`config.mk`:
```
export PLATFORM = sky130hd
export DESIGN_NAME = plot_datapath
export DESIGN_NICKNAME = d
export VERILOG_FILES = /design/src/rtl/plot_pkg.sv /design/src/rtl/note_glyph_rom.sv /design/src/rtl/plot_datapath.sv
export SDC_FILE = /design/constraint.sdc
export NUM_CORES = 1
export LEC_CHECK = 0
export CAP_MARGIN = 20
export CORE_AREA = 8 8 69 116
export DETAILED_ROUTE_END_ITERATION = 16
export DIE_AREA = 0 0 77 124
export PLACE_DENSITY = 0.85
export SYNTH_ARGS = -nofsm -noshare
export SYNTH_HDL_FRONTEND = slang
export SYNTH_SLANG_ARGS = --single-unit
```
`constraint.sdc`:
```
create_clock -name clk -period 6.75 [get_ports clk]
set_input_delay 0.675 -clock clk [delete_from_list [all_inputs] [get_ports clk]]
set_output_delay 0.675 -clock clk [all_outputs]
set_load 0.01 [all_outputs]
```
`src/rtl/plot_pkg.sv`:
```
// Shared constants and encodings for the plotting datapath: screen size, colours,
// note indices and FSM/operation encodings.
package plot_pkg;

   localparam int unsigned ScreenWidth  = 160;
   localparam int unsigned ScreenHeight = 120;

   localparam logic [2:0] BLACK = 3'b000;
   localparam logic [2:0] WHITE = 3'b111;
   localparam logic [2:0] GREEN = 3'b010;

   typedef enum logic [3:0] {
      NoteA4  = 4'd0,
      NoteAs4 = 4'd1,
      NoteB4  = 4'd2,
      NoteC5  = 4'd3,
      NoteCs5 = 4'd4,
      NoteD5  = 4'd5,
      NoteDs5 = 4'd6,
      NoteE5  = 4'd7,
      NoteF5  = 4'd8,
      NoteFs5 = 4'd9,
      NoteG5  = 4'd10,
      NoteGs5 = 4'd11,
      NoteA5  = 4'd12
   } note_e;

   typedef enum logic [2:0] {
      StIdle   = 3'd0,
      StClear  = 3'd1,
      StLetter = 3'd2,
      StGraph  = 3'd3,
      StDone   = 3'd4
   } state_e;

   typedef enum logic [1:0] {
      OpClear  = 2'd0,
      OpLetter = 2'd1,
      OpGraph  = 2'd2
   } op_e;

   // Clamp a requested bar level to the bar height.
   function automatic logic [6:0] sat_level(input logic [6:0] lvl, input logic [6:0] max_lvl);
      return (lvl >= max_lvl) ? max_lvl : lvl;
   endfunction

endpackage

```
`src/rtl/note_glyph_rom.sv`:
```
// 8x8 note-name glyph ROM. Bit 7 of a row is the leftmost pixel; sharps carry a
// small '#' at the right, A5 is underlined to tell it from A4.
module note_glyph_rom
   import plot_pkg::*;
(
   input  logic [3:0] note_idx,
   input  logic [2:0] row,
   output logic [7:0] glyph_row
);

   // Row 0 is the rightmost element of each concatenation.
   localparam logic [7:0][7:0] GlyphA = {8'h00, 8'h88, 8'h88, 8'h88, 8'hF8, 8'h88, 8'h88, 8'h70};
   localparam logic [7:0][7:0] GlyphB = {8'h00, 8'hF0, 8'h88, 8'h88, 8'hF0, 8'h88, 8'h88, 8'hF0};
   localparam logic [7:0][7:0] GlyphC = {8'h00, 8'h70, 8'h88, 8'h80, 8'h80, 8'h80, 8'h88, 8'h70};
   localparam logic [7:0][7:0] GlyphD = {8'h00, 8'hF0, 8'h88, 8'h88, 8'h88, 8'h88, 8'h88, 8'hF0};
   localparam logic [7:0][7:0] GlyphE = {8'h00, 8'hF8, 8'h80, 8'h80, 8'hF0, 8'h80, 8'h80, 8'hF8};
   localparam logic [7:0][7:0] GlyphF = {8'h00, 8'h80, 8'h80, 8'h80, 8'hF0, 8'h80, 8'h80, 8'hF8};
   localparam logic [7:0][7:0] GlyphG = {8'h00, 8'h78, 8'h88, 8'h88, 8'hB8, 8'h80, 8'h88, 8'h70};
   localparam logic [7:0][7:0] Sharp  = {8'h00, 8'h00, 8'h00, 8'h00, 8'h05, 8'h07, 8'h05, 8'h00};

   logic [7:0] base;
   logic       sharp;
   logic       underline;

   always_comb begin
      base      = 8'h00;
      sharp     = 1'b0;
      underline = 1'b0;
      case (note_idx)
         NoteA4:  base = GlyphA[row];
         NoteAs4: begin base = GlyphA[row]; sharp = 1'b1; end
         NoteB4:  base = GlyphB[row];
         NoteC5:  base = GlyphC[row];
         NoteCs5: begin base = GlyphC[row]; sharp = 1'b1; end
         NoteD5:  base = GlyphD[row];
         NoteDs5: begin base = GlyphD[row]; sharp = 1'b1; end
         NoteE5:  base = GlyphE[row];
         NoteF5:  base = GlyphF[row];
         NoteFs5: begin base = GlyphF[row]; sharp = 1'b1; end
         NoteG5:  base = GlyphG[row];
         NoteGs5: begin base = GlyphG[row]; sharp = 1'b1; end
         NoteA5:  begin base = GlyphA[row]; underline = 1'b1; end
         default: base = 8'h00;
      endcase
   end

   always_comb begin
      glyph_row = base;
      if (sharp) begin
         glyph_row = base | Sharp[row];
      end
      if (underline && (row == 3'd7)) begin
         glyph_row = 8'hF8;
      end
   end

endmodule

```
`src/rtl/plot_datapath.sv`:
```
// Pixel generator for the plotting controller: full-screen clear, note glyph and
// level bar, one registered pixel per clock with a done pulse per operation.
module plot_datapath
   import plot_pkg::*;
#(
   parameter int unsigned SCREEN_W     = ScreenWidth,
   parameter int unsigned SCREEN_H     = ScreenHeight,
   parameter int unsigned LETTER_X     = 8,
   parameter int unsigned LETTER_Y     = 8,
   parameter int unsigned GRAPH_X0     = 40,
   parameter int unsigned GRAPH_Y_BASE = 110,
   parameter int unsigned BAR_W        = 8,
   parameter int unsigned GRAPH_H      = 64
) (
   input  logic       clk,
   input  logic       resetn,
   input  logic       ld_clear,
   input  logic       ld_letter,
   input  logic       ld_graph,
   input  logic [3:0] note_idx,
   input  logic [6:0] level,
   output logic [7:0] x,
   output logic [6:0] y,
   output logic [2:0] colour,
   output logic       plot,
   output logic       done_clear,
   output logic       done_plot_letter,
   output logic       done_plot_graph
);

   state_e     state_q, state_d;
   op_e        op_q, op_d;
   logic [7:0] cx_q, cx_d;
   logic [6:0] cy_q, cy_d;
   logic [3:0] note_q, note_d;
   logic [6:0] level_q, level_d;

   logic [7:0] x_last;
   logic [6:0] y_last;
   logic       last_px;
   logic       ld_act;
   logic [7:0] glyph_row;

   logic [7:0] x_d;
   logic [6:0] y_d;
   logic [2:0] colour_d;
   logic       plot_d;
   logic       done_clear_d, done_letter_d, done_graph_d;

   note_glyph_rom u_rom (
      .note_idx  (note_q),
      .row       (cy_q[2:0]),
      .glyph_row (glyph_row)
   );

   always_comb begin
      x_last = 8'd0;
      y_last = 7'd0;
      ld_act = 1'b0;
      case (state_q)
         StClear: begin
            x_last = 8'(SCREEN_W - 1);
            y_last = 7'(SCREEN_H - 1);
            ld_act = ld_clear;
         end
         StLetter: begin
            x_last = 8'd7;
            y_last = 7'd7;
            ld_act = ld_letter;
         end
         StGraph: begin
            x_last = 8'(BAR_W - 1);
            y_last = 7'(GRAPH_H - 1);
            ld_act = ld_graph;
         end
         default: ;
      endcase
   end

   assign last_px = (cx_q == x_last) && (cy_q == y_last);

   // State and counter registers
   always_ff @(posedge clk or negedge resetn) begin
      if (!resetn) begin
         state_q <= StIdle;
         op_q    <= OpClear;
         cx_q    <= 8'd0;
         cy_q    <= 7'd0;
         note_q  <= 4'd0;
         level_q <= 7'd0;
      end else begin
         state_q <= state_d;
         op_q    <= op_d;
         cx_q    <= cx_d;
         cy_q    <= cy_d;
         note_q  <= note_d;
         level_q <= level_d;
      end
   end

   // Next-state and counter stepping
   always_comb begin
      state_d = state_q;
      op_d    = op_q;
      cx_d    = cx_q;
      cy_d    = cy_q;
      note_d  = note_q;
      level_d = level_q;
      case (state_q)
         StIdle: begin
            cx_d = 8'd0;
            cy_d = 7'd0;
            if (ld_clear) begin
               state_d = StClear;
               op_d    = OpClear;
            end else if (ld_letter) begin
               state_d = StLetter;
               op_d    = OpLetter;
               note_d  = note_idx;
            end else if (ld_graph) begin
               state_d = StGraph;
               op_d    = OpGraph;
               level_d = sat_level(level, 7'(GRAPH_H));
            end
         end
         StClear, StLetter, StGraph: begin
            if (!ld_act) begin
               state_d = StIdle;
            end else if (last_px) begin
               state_d = StDone;
            end else if (cx_q == x_last) begin
               cx_d = 8'd0;
               cy_d = cy_q + 7'd1;
            end else begin
               cx_d = cx_q + 8'd1;
            end
         end
         StDone:  state_d = StIdle;
         default: state_d = StIdle;
      endcase
   end

   // Pixel and done outputs, computed for the current state and registered below
   always_comb begin
      x_d           = x;
      y_d           = y;
      colour_d      = colour;
      plot_d        = 1'b0;
      done_clear_d  = 1'b0;
      done_letter_d = 1'b0;
      done_graph_d  = 1'b0;
      case (state_q)
         StClear: begin
            if (ld_clear) begin
               plot_d   = 1'b1;
               x_d      = cx_q;
               y_d      = cy_q;
               colour_d = BLACK;
            end
         end
         StLetter: begin
            if (ld_letter) begin
               plot_d   = 1'b1;
               x_d      = 8'(LETTER_X) + cx_q;
               y_d      = 7'(LETTER_Y) + cy_q;
               colour_d = glyph_row[3'd7 - cx_q[2:0]] ? WHITE : BLACK;
            end
         end
         StGraph: begin
            if (ld_graph) begin
               plot_d   = 1'b1;
               x_d      = 8'(GRAPH_X0) + cx_q;
               y_d      = 7'(GRAPH_Y_BASE) - cy_q;
               colour_d = (cy_q < level_q) ? GREEN : BLACK;
            end
         end
         StDone: begin
            done_clear_d  = (op_q == OpClear);
            done_letter_d = (op_q == OpLetter);
            done_graph_d  = (op_q == OpGraph);
         end
         default: ;
      endcase
   end

   always_ff @(posedge clk or negedge resetn) begin
      if (!resetn) begin
         x                <= 8'd0;
         y                <= 7'd0;
         colour           <= BLACK;
         plot             <= 1'b0;
         done_clear       <= 1'b0;
         done_plot_letter <= 1'b0;
         done_plot_graph  <= 1'b0;
      end else begin
         x                <= x_d;
         y                <= y_d;
         colour           <= colour_d;
         plot             <= plot_d;
         done_clear       <= done_clear_d;
         done_plot_letter <= done_letter_d;
         done_plot_graph  <= done_graph_d;
      end
   end

endmodule
```
* Word-level counts from Yosys, hierarchy flattened
Memories as Yosys holds them, arrays and structs flattened. Cells that the tools add are included.
Cells by class: bitwise logic cells 3, order comparisons 4, equal/unequal tests 29, reductions and logical operators 23, mux-type cells 57, add/sub/neg operators 7
Operators with widths (number):
- $mux 8 | 16
- $pmux 8 s7 | 1
- $mux 7 | 7
- $pmux 7 s3 | 2
- $pmux 8 s2 | 2
- $mux 3 | 9
- $pmux 8 s3 | 1
- $eq 4x4->1 const B | 5
- $eq 4x3->1 const B | 4
- $pmux 7 s2 | 1
- $ne 2x2->1 const B | 6
- $reduce_and 4->1 | 3
- $reduce_or 2->1 | 5
- $mux 1 | 9
- $pmux 3 s3 | 1
- $add 4x8->8 const A | 1
- $add 6x8->8 const A | 1
- $add 8x1->8 const B | 1
- $eq 4x2->1 const B | 2
- $eq 8x8->1 | 1
- $lt 3x4->1 const B | 2
- $mux 2 | 4
- $or 8x8->8 | 1
- $add 4x7->7 const A | 1
- 28 further kinds | 37
Storage, ports and cells: register bits 53, output and inout bits 22, bits in read-only memories 512, word-level logic and storage cells 144, memories 8
Memories:
- (name not given) | depth 8, bits a word 8, rd ports 1, clocked after Yosys merged registers in 0, write ports 0, line note_glyph_rom.sv:38 | NoteF5: base = GlyphF[row];
- (name not given) | depth 8, bits a word 8, rd ports 1, clocked after Yosys merged registers in 0, write ports 0, line note_glyph_rom.sv:33 | NoteC5: base = GlyphC[row];
- (name not given) | depth 8, bits a word 8, rd ports 1, clocked after Yosys merged registers in 0, write ports 0, line note_glyph_rom.sv:40 | NoteG5: base = GlyphG[row];
- (name not given) | depth 8, bits a word 8, rd ports 1, clocked after Yosys merged registers in 0, write ports 0, line note_glyph_rom.sv:30 | NoteA4: base = GlyphA[row];
- (name not given) | depth 8, bits a word 8, rd ports 1, clocked after Yosys merged registers in 0, write ports 0, line note_glyph_rom.sv:35 | NoteD5: base = GlyphD[row];
- (name not given) | depth 8, bits a word 8, rd ports 1, clocked after Yosys merged registers in 0, write ports 0, line note_glyph_rom.sv:32 | NoteB4: base = GlyphB[row];
- +2 memories

* Logic depth before layout (Yosys ltp)
Gate-level depths: netlist of the first run.
depth in word-level cells 11, gate-level depth with buffers 10, gate-level depth less buffers 8

* Hierarchy
From an unflattened synthesis of the first run, not the netlist that was laid out.
Unflattened totals: cell total of the unflattened synthesis 387, area total of the unflattened synthesis 3432.0 sq um
By module, submodules not included:
- plot_datapath | sequential area each 1301.2 sq um, area each 2931.6 sq um, cells an instance 318, instances 1
- note_glyph_rom | sequential area each 0.0 sq um, area each 500.5 sq um, cells an instance 69, instances 1

* Worst setup path after synthesis of the first run
Ideal clock, no wire load.
path kind reg-to-reg, start point register cy_q[1], end point register colour[1], stages on the path, launching flop included 9, path buffers 0, setup slack 4448 ps, required time 6663 ps, setup time 87 ps, arrival time 2215 ps, clock period less this slack 2302 ps, path through dfrtp_1 > ha_1 > ha_1 > or4b_2 > o311ai_0 > nor4_1 > a311oi_1 > o21ai_0 > o211ai_1
Between the ends: word-level cells in the longest chain between the ends 11, elaborated cells between the ends (all ways) 30, those cells by class order compare (1); eq/ne (1); mux (18); bitwise (1); reduce/logical (1); memory (8)
RTL lines:
- start, declared | line plot_datapath.sv:34 | logic [6:0] cy_q, cy_d;
- start signal, assigned | line plot_datapath.sv:95 | cy_q <= cy_d;
- $mem_v2 8x8 (tied with other cells)
- $mux 8 (implied by the code) (tied with other cells) | line note_glyph_rom.sv:30
- $pmux 8 s7 | line note_glyph_rom.sv:29 | case (note_idx)
- $or 8x8->8 | line note_glyph_rom.sv:50 | glyph_row = base | Sharp[row];
- $mux 8 | line note_glyph_rom.sv:49 | if (sharp) begin
- $mux 8 | line note_glyph_rom.sv:52 | if (underline && (row == 3'd7)) begin
- $bmux 1 s3 | line plot_datapath.sv:166 | colour_d = glyph_row[3'd7 - cx_q[2:0]] ? WHITE : BLACK;
- $mux 1 (implied by the code) | line plot_datapath.sv:166
- $mux 3 | line plot_datapath.sv:166
- $mux 3 | line plot_datapath.sv:162 | if (ld_letter) begin
- $pmux 3 s3 * | line plot_datapath.sv:152 | case (state_q)
- end signal, assigned | line plot_datapath.sv:198 | colour <= colour_d;
- end, declared | line plot_datapath.sv:24 | output logic [2:0] colour,
Mark *: on every way between the ends. The rest lies on a longest branch, timed or not. The select of a mux whose other input is x is not followed. A chain may end at the register's enable or synchronous reset.

* Final worst setup path of the first run
start point input port ld_letter, end point register cy_q[6]
Between the ends: word-level cells in the longest chain between the ends 3
RTL lines:
- start, declared | line plot_datapath.sv:18 | input logic ld_letter,
- $pmux 1 s3 | line plot_datapath.sv:60 | case (state_q)
- $ne 2x2->1 (no source line)
- $reduce_and 4->1 (no source line)
No other way between the ends.

==> impl_metrics.py, run 1 <==
metrics = {
    "die": {
        "dieArea_um2": 9550,
        "initial_utilization_pct": 53.5,
        "coreArea_um2": 6440,
        "chipHeight_um": 124,
        "num_io_pins": 38,
        "num_rows": 39,
        "die_w_um": 77,
    },
    "sta": {
        "relSlewSlack_pct": 45.3,
        "setup_viol": 0,
        "rsz0062_at_grt": "false",
        "holdWs_ps": 479,
        "skew_ps": 4.93,
        "fin_tns_setup_ps": 0,
        "maxSlewViolCount": 0,
        "min_period_ps": 2910,
        "max_clock_freq_ghz": 0.344,
        "finalHoldViolations": 0,
        "worst-slew-pin-transition_ps": 815,
        "period_share_pct": 43.0,
    },
    "finish": {
        "num_antenna_cells": 0,
        "drive_above_1_share_pct": 6.88,
        "area_growth_pct": 14.9,
        "finalNetCount": 440,
    },
    "worst_setup_path": {
        "worst-path-buf-inv": 2,
        "cp.arrival_ps": 3140,
        "start_kind": "input pin",
        "cp_slowest_cell": "clkdlybuf4s50_1",
        "worstPathRequired_ps": 6990,
        "cpPeakStageDelay_ps": 590,
        "crit_path_max_fanout": 37,
        "reg2reg_depth": 6,
        "cp_num_cells": 8,
        "crit_family": "simple AND/OR/NAND/NOR gates",
        "crit_type": "input pin to flop",
        "endpoint_kind": "flop",
        "cp_cell_sequence": "clkdlybuf4s50_1, mux2i_1, a211o_1, buf_4, nor4b_4, o2bb2ai_2, or4_1, nand2_1",
    },
    "pwr": {
        "peakVddDrop_mv": 0.213,
        "pwr_density_cell_nw_per_um2": 405,
        "power.total_mw": 1.60,
        "power_leakage_nw": 1.74,
    },
    "drt": {
        "num_vias": 2898,
        "drt_iter0_markers": 257,
        "ant_nets": 0,
        "post-route-drc-count": 0,
        "drtPass1Iterations": 4,
        "routed_via_density": 5.93,
        "drt_wl_total_um": 7980,
        "wl_per_cell_um": 16.3,
    },
    "clock_network": {
        "clk_latency_ps": 300,
        "root_buffer": "clkbuf_16",
        "clock_sinks": 52,
        "cts_hold_buf": 0,
        "cts_buffers": 5,
        "clk_path_buf_depth": 2,
        "h-tree-depth": 2,
        "clk_pin_slew_ps": 70,
        "postCtsResizedCells": 0,
        "cts_tree": "built",
        "post-cts-setup-buffers": 0,
    },
    "logic_synthesis": {
        "synth_ff_type": "dfrtp_1",
        "synth_area_leaders": "dfrtp_1, ha_1, o21ai_0",
        "seq_area_frac_synth_pct": 37.8,
        "yosysUniqueCellTypes": 56,
        "syn_area_um2": 3440,
        "async_flop_share_pct": 100,
        "yosys_warnings": 0,
        "syn_nets": 423,
        "ys_seq_elements": 52,
        "yosysMostFrequentCell": "dfrtp_1",
        "synth_edf_count": 0,
        "synth_common_cells": "dfrtp_1, nand2_1, o21ai_0",
        "syn_avg_cell_area_um2": 8.85,
        "synth.top_cell.area_share_pct": 37.8,
        "synth_cells": 389,
        "synth_top_area_cell": "dfrtp_1",
    },
    "min_path": {
        "whs_path_depth": 2,
        "min_path_type": "flop to flop",
    },
    "global_routing": {
        "antenna_found_initial": 0,
        "grt_pass1_wl_um": 13600,
        "grt_max_degree": 53,
        "grt_pass1_vias": 2847,
        "grt_overflow_total": 0,
        "grt_usage_pct": 17.7,
    },
    "flow_run": {
        "cap_violations": 0,
    },
    "placement": {
        "place_congestion": 0.940,
        "port_buffers": 37,
        "dpl.hpwl_um": 5750,
    },
    "outcome": {
        "outcome": "complete, no violations",
    },
}
[worst reg2reg max path, cell delays in order, from the launching register on]
cell	delay, ps
dfrtp_1	620
o21bai_2	400
mux2i_1	210
nor4_2	540
a31oi_2	370
o211ai_1	330
mux2i_1	240
[final cells by class]
cell class	instances	area (um2)
Fill cell	567	2490
Multi-Input combinational cell	293	1940
Sequential cell	52	1300
Timing Repair Buffer	40	388
Clock buffer	5	125
Tap cell	82	103
Inverter	14	52.6
Clock inverter	3	42.5
[logic make-up (layout without fill, tap and decap cells)]
kind of cell               count (synthesis)  count (layout)  synth area share [%]
buffers and inverters                     44              62                  5.78
AOI/OAI and AO/OA                         96              96                  17.9
adders and majority gates                 18              18                  6.54
and+or+nand+nor                          145             145                  22.1
muxes                                     24              24                  7.30
xor gates and xnor gates                  10              10                  2.54
DFF                                       52              52                  37.8
[layout by cell type (no fill, tap or decap), types with 3 or more instances in the layout]
master,instances
o32a_1,3
nor2b_1,5
clkbuf_16,5
mux2_2,9
o21ai_0,39
o211ai_1,6
ha_1,18
nand3_1,8
nor2_1,27
clkdlybuf4s50_1,36
or4_1,3
nor4b_1,3
mux2i_1,15
inv_1,14
nand3b_1,4
nor3_1,8
or3_1,3
nor4_1,3
nor3b_1,6
buf_4,3
dfrtp_1,52
nand2_1,47
a31oi_1,4
nand2b_1,17
and3_1,4
xor2_1,4
a21oi_1,20
xnor2_1,6
a21o_1,4
[report_power, final]
group          switching (mW)  internal, mW  total, mW  leakage, nW
Clock                   0.115         0.174      0.289       0.0798
Sequential              0.154         0.397      0.552        0.693
Combinational           0.415         0.345      0.760        0.963
[per-stage QoR]
stage	std cells	cell area (um2)	util, %	worst slack [ps]
after detailed placement	481	3790	58.8	3560
after global routing	489	3960	61.4	3690
after floorplan	389	3440	-	4450
after CTS	489	3960	61.4	3860
after global placement	481	3790	58.8	3650
final	489	3960	61.4	3840
[layer usage]
metal	track usage, %	routed length (um)	share of wire (%)	vias to the layer above
met1	18.4	3010	38	1393
li1	-	-	-	1406
met2	31.5	4260	53	76
met4	12.4	402	5.0	0
met3	3.61	310	3.9	23
met5	0	0	0	-
[flip-flops by register name, indices dropped and copies added, names as in the netlist]
name and flops:
cx_q 8, x 8, cy_q 7, level_q 7
y 7, note_q 4, state_q 3, colour 2
op_q 2, done_clear 1, done_plot_graph 1, done_plot_letter 1
plot 1
[path summary, 6_finish.rpt]
check,slack [ps],start,to
setup / recovery,3840,ld_letter,cy_q[6]$_DFFE_PN0P_
hold / removal,480,level_q[5]$_DFFE_PN0P_,level_q[5]$_DFFE_PN0P_
setup reg to reg,3950,state_q[0]$_DFFE_PN0P_,cx_q[6]$_DFFE_PN0P_
hold reg to reg,480,level_q[5]$_DFFE_PN0P_,level_q[5]$_DFFE_PN0P_
max in group asynchronous,5800,resetn,y[3]$_DFFE_PN0P_
min in group asynchronous,490,resetn,level_q[4]$_DFFE_PN0P_
Note: power is estimated with default switching activity, not from simulation.
==> run 2: changes to the inputs <==
==> constraint.sdc (replaced) <==
create_clock -name clk -period 2.98 [get_ports clk]
set_input_delay 0.298 -clock clk [delete_from_list [all_inputs] [get_ports clk]]
set_output_delay 0.298 -clock clk [all_outputs]
set_load 0.01 [all_outputs]
==> run 2 against run 1 <==
Cell area increased by 0.28%. First-iteration DRC count decreased by 5.8%. Final cell count increased by 0.82%. Total power increased by 120%. Sequential share of layout area decreased by 0.093 points. Global-route usage decreased by 0.60 points. Utilization increased by 0.17 points. Clock skew decreased by 0.70 ps. Worst hold slack got worse by 370 ps. Register-to-register slack got worse by 3600 ps.
==> impl_metrics.py, run 2 (synthesis results as in run 1) <==
metrics = {
    "clock_network": {
        "cts_hold_buf": 0,
        "cts_buffers": 5,
        "clk_latency_ps": 300,
        "clk_path_buf_depth": 2,
        "clock_sinks": 52,
        "root_buffer": "clkbuf_16",
        "clk_pin_slew_ps": 70,
        "cts_tree": "built",
        "postCtsResizedCells": 0,
        "post-cts-setup-buffers": 0,
        "h-tree-depth": 2,
    },
    "global_routing": {
        "grt_overflow_total": 0,
        "grt_busiest_layer": "met2",
        "grtUsageMet3_pct": 3.54,
        "grt_max_degree": 41,
        "globalRouteMet2Util_pct": 32.2,
        "grt_pass1_vias": 2860,
        "antenna_found_initial": 0,
        "grt_usage_pct": 17.1,
        "met1_usage_pct": 17.1,
        "grt_pass1_wl_um": 13300,
    },
    "sta": {
        "skew_ps": 4.23,
        "worst-slew-pin-transition_ps": 882,
        "worst_slack_ps": 314,
        "fin_tns_setup_ps": 0,
        "setup_viol": 0,
        "rsz0062_at_grt": "false",
        "maxSlewViolCount": 0,
        "period_share_pct": 89.5,
        "max_clock_freq_ghz": 0.375,
        "relSlewSlack_pct": 41.2,
        "finalHoldViolations": 0,
        "holdWs_ps": 114,
        "min_period_ps": 2670,
    },
    "placement": {
        "dp_cells": 485,
        "port_buffers": 37,
        "post-place-ws_ps": 346,
        "place_congestion": 0.949,
        "dpl.hpwl_um": 5910,
    },
    "die": {
        "initial_utilization_pct": 53.5,
        "chipHeight_um": 124,
        "dieArea_um2": 9550,
        "die_w_um": 77,
        "num_io_pins": 38,
        "coreArea_um2": 6440,
        "num_rows": 39,
    },
    "drt": {
        "wl_per_cell_um": 16.1,
        "ant_nets": 0,
        "drt_wl_total_um": 7930,
        "post-route-drc-count": 0,
        "drt_iter0_markers": 242,
        "drtPass1Iterations": 4,
        "routed_via_density": 5.90,
        "num_vias": 2910,
    },
    "outcome": {
        "outcome": "complete, no violations",
    },
    "finish": {
        "multi_input_area_um2": 1940,
        "area_growth_pct": 15.2,
        "finalNetCount": 444,
        "largestRegisters": "cx_q (8), x (8)",
        "final_common_cell": "dfrtp_1",
        "fin_cells": 493,
        "final_cell_mix": "dfrtp_1, nand2_1, o21ai_0",
        "ff_latch_area_um2": 1300,
        "nFillCells": 553,
        "num_antenna_cells": 0,
        "drive_above_1_share_pct": 7.79,
        "utilization_pct": 61.6,
    },
    "worst_setup_path": {
        "endpoint_kind": "flop",
        "start_kind": "flop",
        "cp.arrival_ps": 2880,
        "crit_path_max_fanout": 11,
        "worstPathRequired_ps": 3200,
        "crit_type": "flop to flop",
    },
    "pwr": {
        "peakVddDrop_mv": 0.539,
        "power_leakage_nw": 1.75,
        "pwr_density_cell_nw_per_um2": 908,
    },
    "min_path": {
        "min_path_type": "input pin to asynchronous set/reset pin",
    },
    "flow_run": {
        "cap_violations": 0,
    },
}
-- run 2: cell types whose count changed in the layout (fill, tap and decap cells not counted), sizes merged --
cell / delta
bufinv: -1
clkbuf: +1
clkinv: +1
buf: +4
clkinvlp: -1
-- run 2: power breakdown --
group | switching, mW | total [mW] | leakage [nW] | internal, mW
Sequential | 0.292 | 1.19 | 0.693 | 0.901
Clock | 0.263 | 0.594 | 0.0766 | 0.332
Combinational | 0.998 | 1.81 | 0.984 | 0.815
Total | 1.55 | 3.60 | 1.75 | 2.05
-- run 2: metrics by stage --
step | area (um2) | total power [mW]
finish | 3970 | 3.60
global route | 3970 | 3.86
CTS | 3970 | 3.61
detailed placement | 3820 | 3.00
global placement | 3820 | 2.94
floorplan | 3440 | 2.52
-- run 2: worst max-delay path: stages (launching register included) --
cell,delay [ps]
dfrtp_1,510
ha_1,350
ha_1,280
or4b_2,680
o311ai_0,140
nor4_1,80
a311oi_1,190
o21ai_0,160
o211ai_1,200
-- run 2: path summary, 6_finish.rpt --
path	end	slack, ps	from	cells past startpoint
max in group asynchronous	cy_q[1]$_DFFE_PN0P_	2160	resetn	2
hold / removal	level_q[5]$_DFFE_PN0P_	110	resetn	1
hold reg to reg	x[5]$_DFFE_PN0P_	470	x[5]$_DFFE_PN0P_	2
setup / recovery	colour[1]$_DFFE_PN0P_	310	cy_q[1]$_DFFE_PN0P_	8
setup reg to reg	colour[1]$_DFFE_PN0P_	310	cy_q[1]$_DFFE_PN0P_	8
min in group clk	x[5]$_DFFE_PN0P_	470	x[5]$_DFFE_PN0P_	2
-- run 2: area by class of cell --
cell class | instances | share of cell area [%]
Clock inverter | 2 | 0.252
Timing Repair Buffer | 44 | 10.5
Multi-Input combinational cell | 293 | 49.0
Clock buffer | 6 | 3.50
Tap cell | 82 | 2.59
Inverter | 14 | 1.32
Sequential cell | 52 | 32.8
-- run 2: per-layer routing --
layer	up-vias	wire, um
li1	1420	-
met1	1408	3000
met2	68	4400
met3	14	308
met4	0	221
met5	-	0
==> run 3: changes to the inputs <==
--- a/config.mk
+++ b/config.mk
@@ -5,11 +5,12 @@
 export SDC_FILE = /design/constraint.sdc
 export NUM_CORES = 1
 export LEC_CHECK = 0
+export ABC_AREA = 1
 export CAP_MARGIN = 20
-export CORE_AREA = 8 8 69 116
+export CORE_AREA = 8 8 69 115
 export DETAILED_ROUTE_END_ITERATION = 16
-export DIE_AREA = 0 0 77 124
-export PLACE_DENSITY = 0.85
+export DIE_AREA = 0 0 77 123
+export PLACE_DENSITY = 0.84
 export SYNTH_ARGS = -nofsm -noshare
 export SYNTH_HDL_FRONTEND = slang
 export SYNTH_SLANG_ARGS = --single-unit
==> constraint.sdc (replaced) <==
create_clock -name clk -period 2.86 [get_ports clk]
set_input_delay 0.286 -clock clk [delete_from_list [all_inputs] [get_ports clk]]
set_output_delay 0.286 -clock clk [all_outputs]
set_load 0.01 [all_outputs]
==> run 3 against run 2 <==
The run now ends with negative hold slack left. Clock power grew 0.8%. Critical path depth up 2. Critical endpoint is now cx_q[1]$_DFFE_PN0P_. Combinational power up 14%. Total power is 7.0% higher. Non-clock buffer count shrank 4. Largest power group unchanged. Worst setup slack better by 540 ps. Die area down 0.81%. Fmax up 33%. Final cell count up 18%. Routed wire length rose by 8.7%.
==> impl_metrics.py, run 3 <==
metrics = {
    "sta": {
        "maxSlewViolCount": 0,
        "setup_viol": 0,
        "skew_ps": 3.27,
        "max_clock_freq_ghz": 0.499,
        "min_period_ps": 2000,
        "finalHoldViolations": 23,
        "relSlewSlack_pct": 62.5,
        "fin_tns_setup_ps": 0,
        "worst_slack_ps": 858,
        "period_share_pct": 70.0,
        "worst-slew-pin-transition_ps": 562,
        "holdWs_ps": -25.8,
        "rsz0062_at_grt": "false",
    },
    "finish": {
        "final_cell_mix": "nand2_1, dfrtp_1, inv_1",
        "finalNetCount": 532,
        "drive_above_1_share_pct": 8.42,
        "num_antenna_cells": 0,
        "stdcell_area_um2": 3970,
        "largestRegisters": "cx_q (8), x (8)",
        "area_growth_pct": 17.8,
        "final_common_cell": "nand2_1",
        "nFillCells": 633,
    },
    "drt": {
        "drt_iter0_markers": 189,
        "num_vias": 3155,
        "drtPass1Iterations": 5,
        "wl_met2_um": 4560,
        "wl_per_cell_um": 14.8,
        "ant_nets": 0,
        "drt_wl_total_um": 8620,
        "routed_via_density": 5.43,
        "routedLengthMet1_um": 3160,
        "post-route-drc-count": 0,
        "met3_length_um": 362,
        "top_layer": "met4",
    },
    "logic_synthesis": {
        "synth_common_cells": "nand2_1, dfrtp_1, inv_1",
        "synth_top_area_cell": "dfrtp_1",
        "syn_area_um2": 3370,
        "syn_avg_cell_area_um2": 7.35,
        "yosys_warnings": 0,
        "synth.top_cell.area_share_pct": 38.6,
        "ys_seq_elements": 52,
        "async_flop_share_pct": 100,
        "synth_area_leaders": "dfrtp_1, nand2_1, ha_1",
        "synth_edf_count": 0,
        "synth_ff_type": "dfrtp_1",
        "syn_nets": 493,
        "yosysUniqueCellTypes": 34,
        "seq_area_frac_synth_pct": 38.6,
        "synth_cells": 459,
        "yosysMostFrequentCell": "nand2_1",
    },
    "worst_setup_path": {
        "crit_path_max_fanout": 25,
        "endpoint_kind": "flop",
        "cp.arrival_ps": 2220,
        "cp_cell_sequence": "inv_2, nand2_2, nor2_4, nand2_1, nand3_2, inv_2, nand2_2, nand2_4, nand2_1, o21ai_1",
        "cp_slowest_cell": "dfrtp_1",
        "start_kind": "flop",
        "worstPathRequired_ps": 3080,
        "cpPeakStageDelay_ps": 480,
        "crit_type": "flop to flop",
    },
    "clock_network": {
        "postCtsResizedCells": 0,
        "root_buffer": "clkbuf_16",
        "h-tree-depth": 2,
        "cts_tree": "built",
        "clk_latency_ps": 300,
        "cts_buffers": 5,
        "post-cts-setup-buffers": 0,
        "cts_hold_buf": 0,
        "clk_pin_slew_ps": 70,
        "clk_path_buf_depth": 2,
        "clock_sinks": 52,
    },
    "die": {
        "dieArea_um2": 9470,
        "coreArea_um2": 6440,
        "die_w_um": 77,
        "num_rows": 39,
        "chipHeight_um": 123,
        "num_io_pins": 38,
        "initial_utilization_pct": 52.4,
    },
    "pwr": {
        "pwr_density_cell_nw_per_um2": 970,
        "power_leakage_nw": 1.90,
        "power.total_mw": 3.85,
        "peakVddDrop_mv": 0.517,
    },
    "outcome": {
        "outcome": "finished, violations left",
        "violations": "negative hold slack",
    },
    "flow_run": {
        "cap_violations": 0,
    },
    "placement": {
        "port_buffers": 37,
        "post-place-ws_ps": 871,
        "dpl.hpwl_um": 6760,
        "place_congestion": 0.925,
        "post_dp_cell_area_um2": 3810,
    },
    "global_routing": {
        "grt_overflow_total": 0,
        "grt_usage_pct": 18.8,
        "antenna_found_initial": 0,
        "grt_pass1_vias": 3098,
        "grt_pass1_wl_um": 14300,
        "grt_max_degree": 53,
    },
    "min_path": {
        "min_path_type": "input pin to asynchronous set/reset pin",
    },
}
==> run 3: cell count changes in the layout (fill, tap and decap cells not counted), sizes merged, moves of 6 or more <==
cell | before | now
nand3 | 8 | 29
xor2 | 4 | 11
mux2 | 9 | 0
mux2i | 15 | 0
nand2 | 47 | 137
nand4 | 1 | 13
nand2b | 17 | 0
inv | 14 | 53
nor2 | 27 | 57
xnor2 | 6 | 0
o211ai | 6 | 0
==> run 3: routing by layer <==
layer  up-vias  GRT usage, %
met5         -             0
li1       1566             -
met2        97          34.9
met4         0          13.3
met1      1453          18.7
met3        39          2.84
==> run 3: power by group <==
part	switching, mW	internal (mW)	total (mW)
Combinational	1.34	0.733	2.07
Clock	0.275	0.323	0.599
Sequential	0.224	0.963	1.19
==> run 3: area by class of cell <==
| class | instances | area, um2 | share of cell area (%) |
|---|---|---|---|
| Clock buffer | 5 | 125 | 3.15 |
| Multi-Input combinational cell | 346 | 1830 | 46.0 |
| Clock inverter | 3 | 18.8 | 0.472 |
| Sequential cell | 52 | 1300 | 32.7 |
| Tap cell | 82 | 103 | 2.58 |
| Timing Repair Buffer | 40 | 400 | 10.1 |
| Inverter | 53 | 199 | 5.01 |
==> run 3: worst max-delay path, delay by kind of cell, from the launching register on <==
family                 cells  cell delay [ps]
AO/OA/AOI/OAI              1               90
buffers and inverters      2              410
flip-flops                 1              480
AND/OR/NAND/NOR            7              930
==> run 3: metrics by stage <==
step	util, %	hold slack (ps)	cells
after floorplan	-	-9.59	459
after global placement	59.1	449	572
after detailed placement	59.1	458	572
after CTS	61.4	263	580
after global routing	61.7	18.1	581
final	61.7	-25.8	581
==> run 3: cells by family (layout without fill, tap and decap cells) <==
kind of cell               after synthesis  count (layout)  synth area share (%)
AOI/OAI and AO/OA                       68              68                  11.0
xor gates and xnor gates                11              11                  2.85
adders and majority gates               18              18                  6.67
buffers and inverters                   61             101                  7.30
DFF                                     52              52                  38.6
and+or+nand+nor                        249             249                  33.6
==> run 3: final timing paths <==
kind                                        start                   endpoint  slack (ps)  depth (start not counted)
max in group asynchronous                  resetn      note_q[2]$_DFFE_PN0P_        2340                          2
setup reg to reg           state_q[2]$_DFFE_PN0P_        cx_q[1]$_DFFE_PN0P_         860                         10
setup / recovery           state_q[2]$_DFFE_PN0P_        cx_q[1]$_DFFE_PN0P_         860                         10
hold / removal                             resetn        cx_q[4]$_DFFE_PN0P_         -30                          1
hold reg to reg               op_q[0]$_DFFE_PN0P_  done_plot_graph$_DFF_PN0_         470                          1
min in group clk              op_q[0]$_DFFE_PN0P_  done_plot_graph$_DFF_PN0_         470                          1
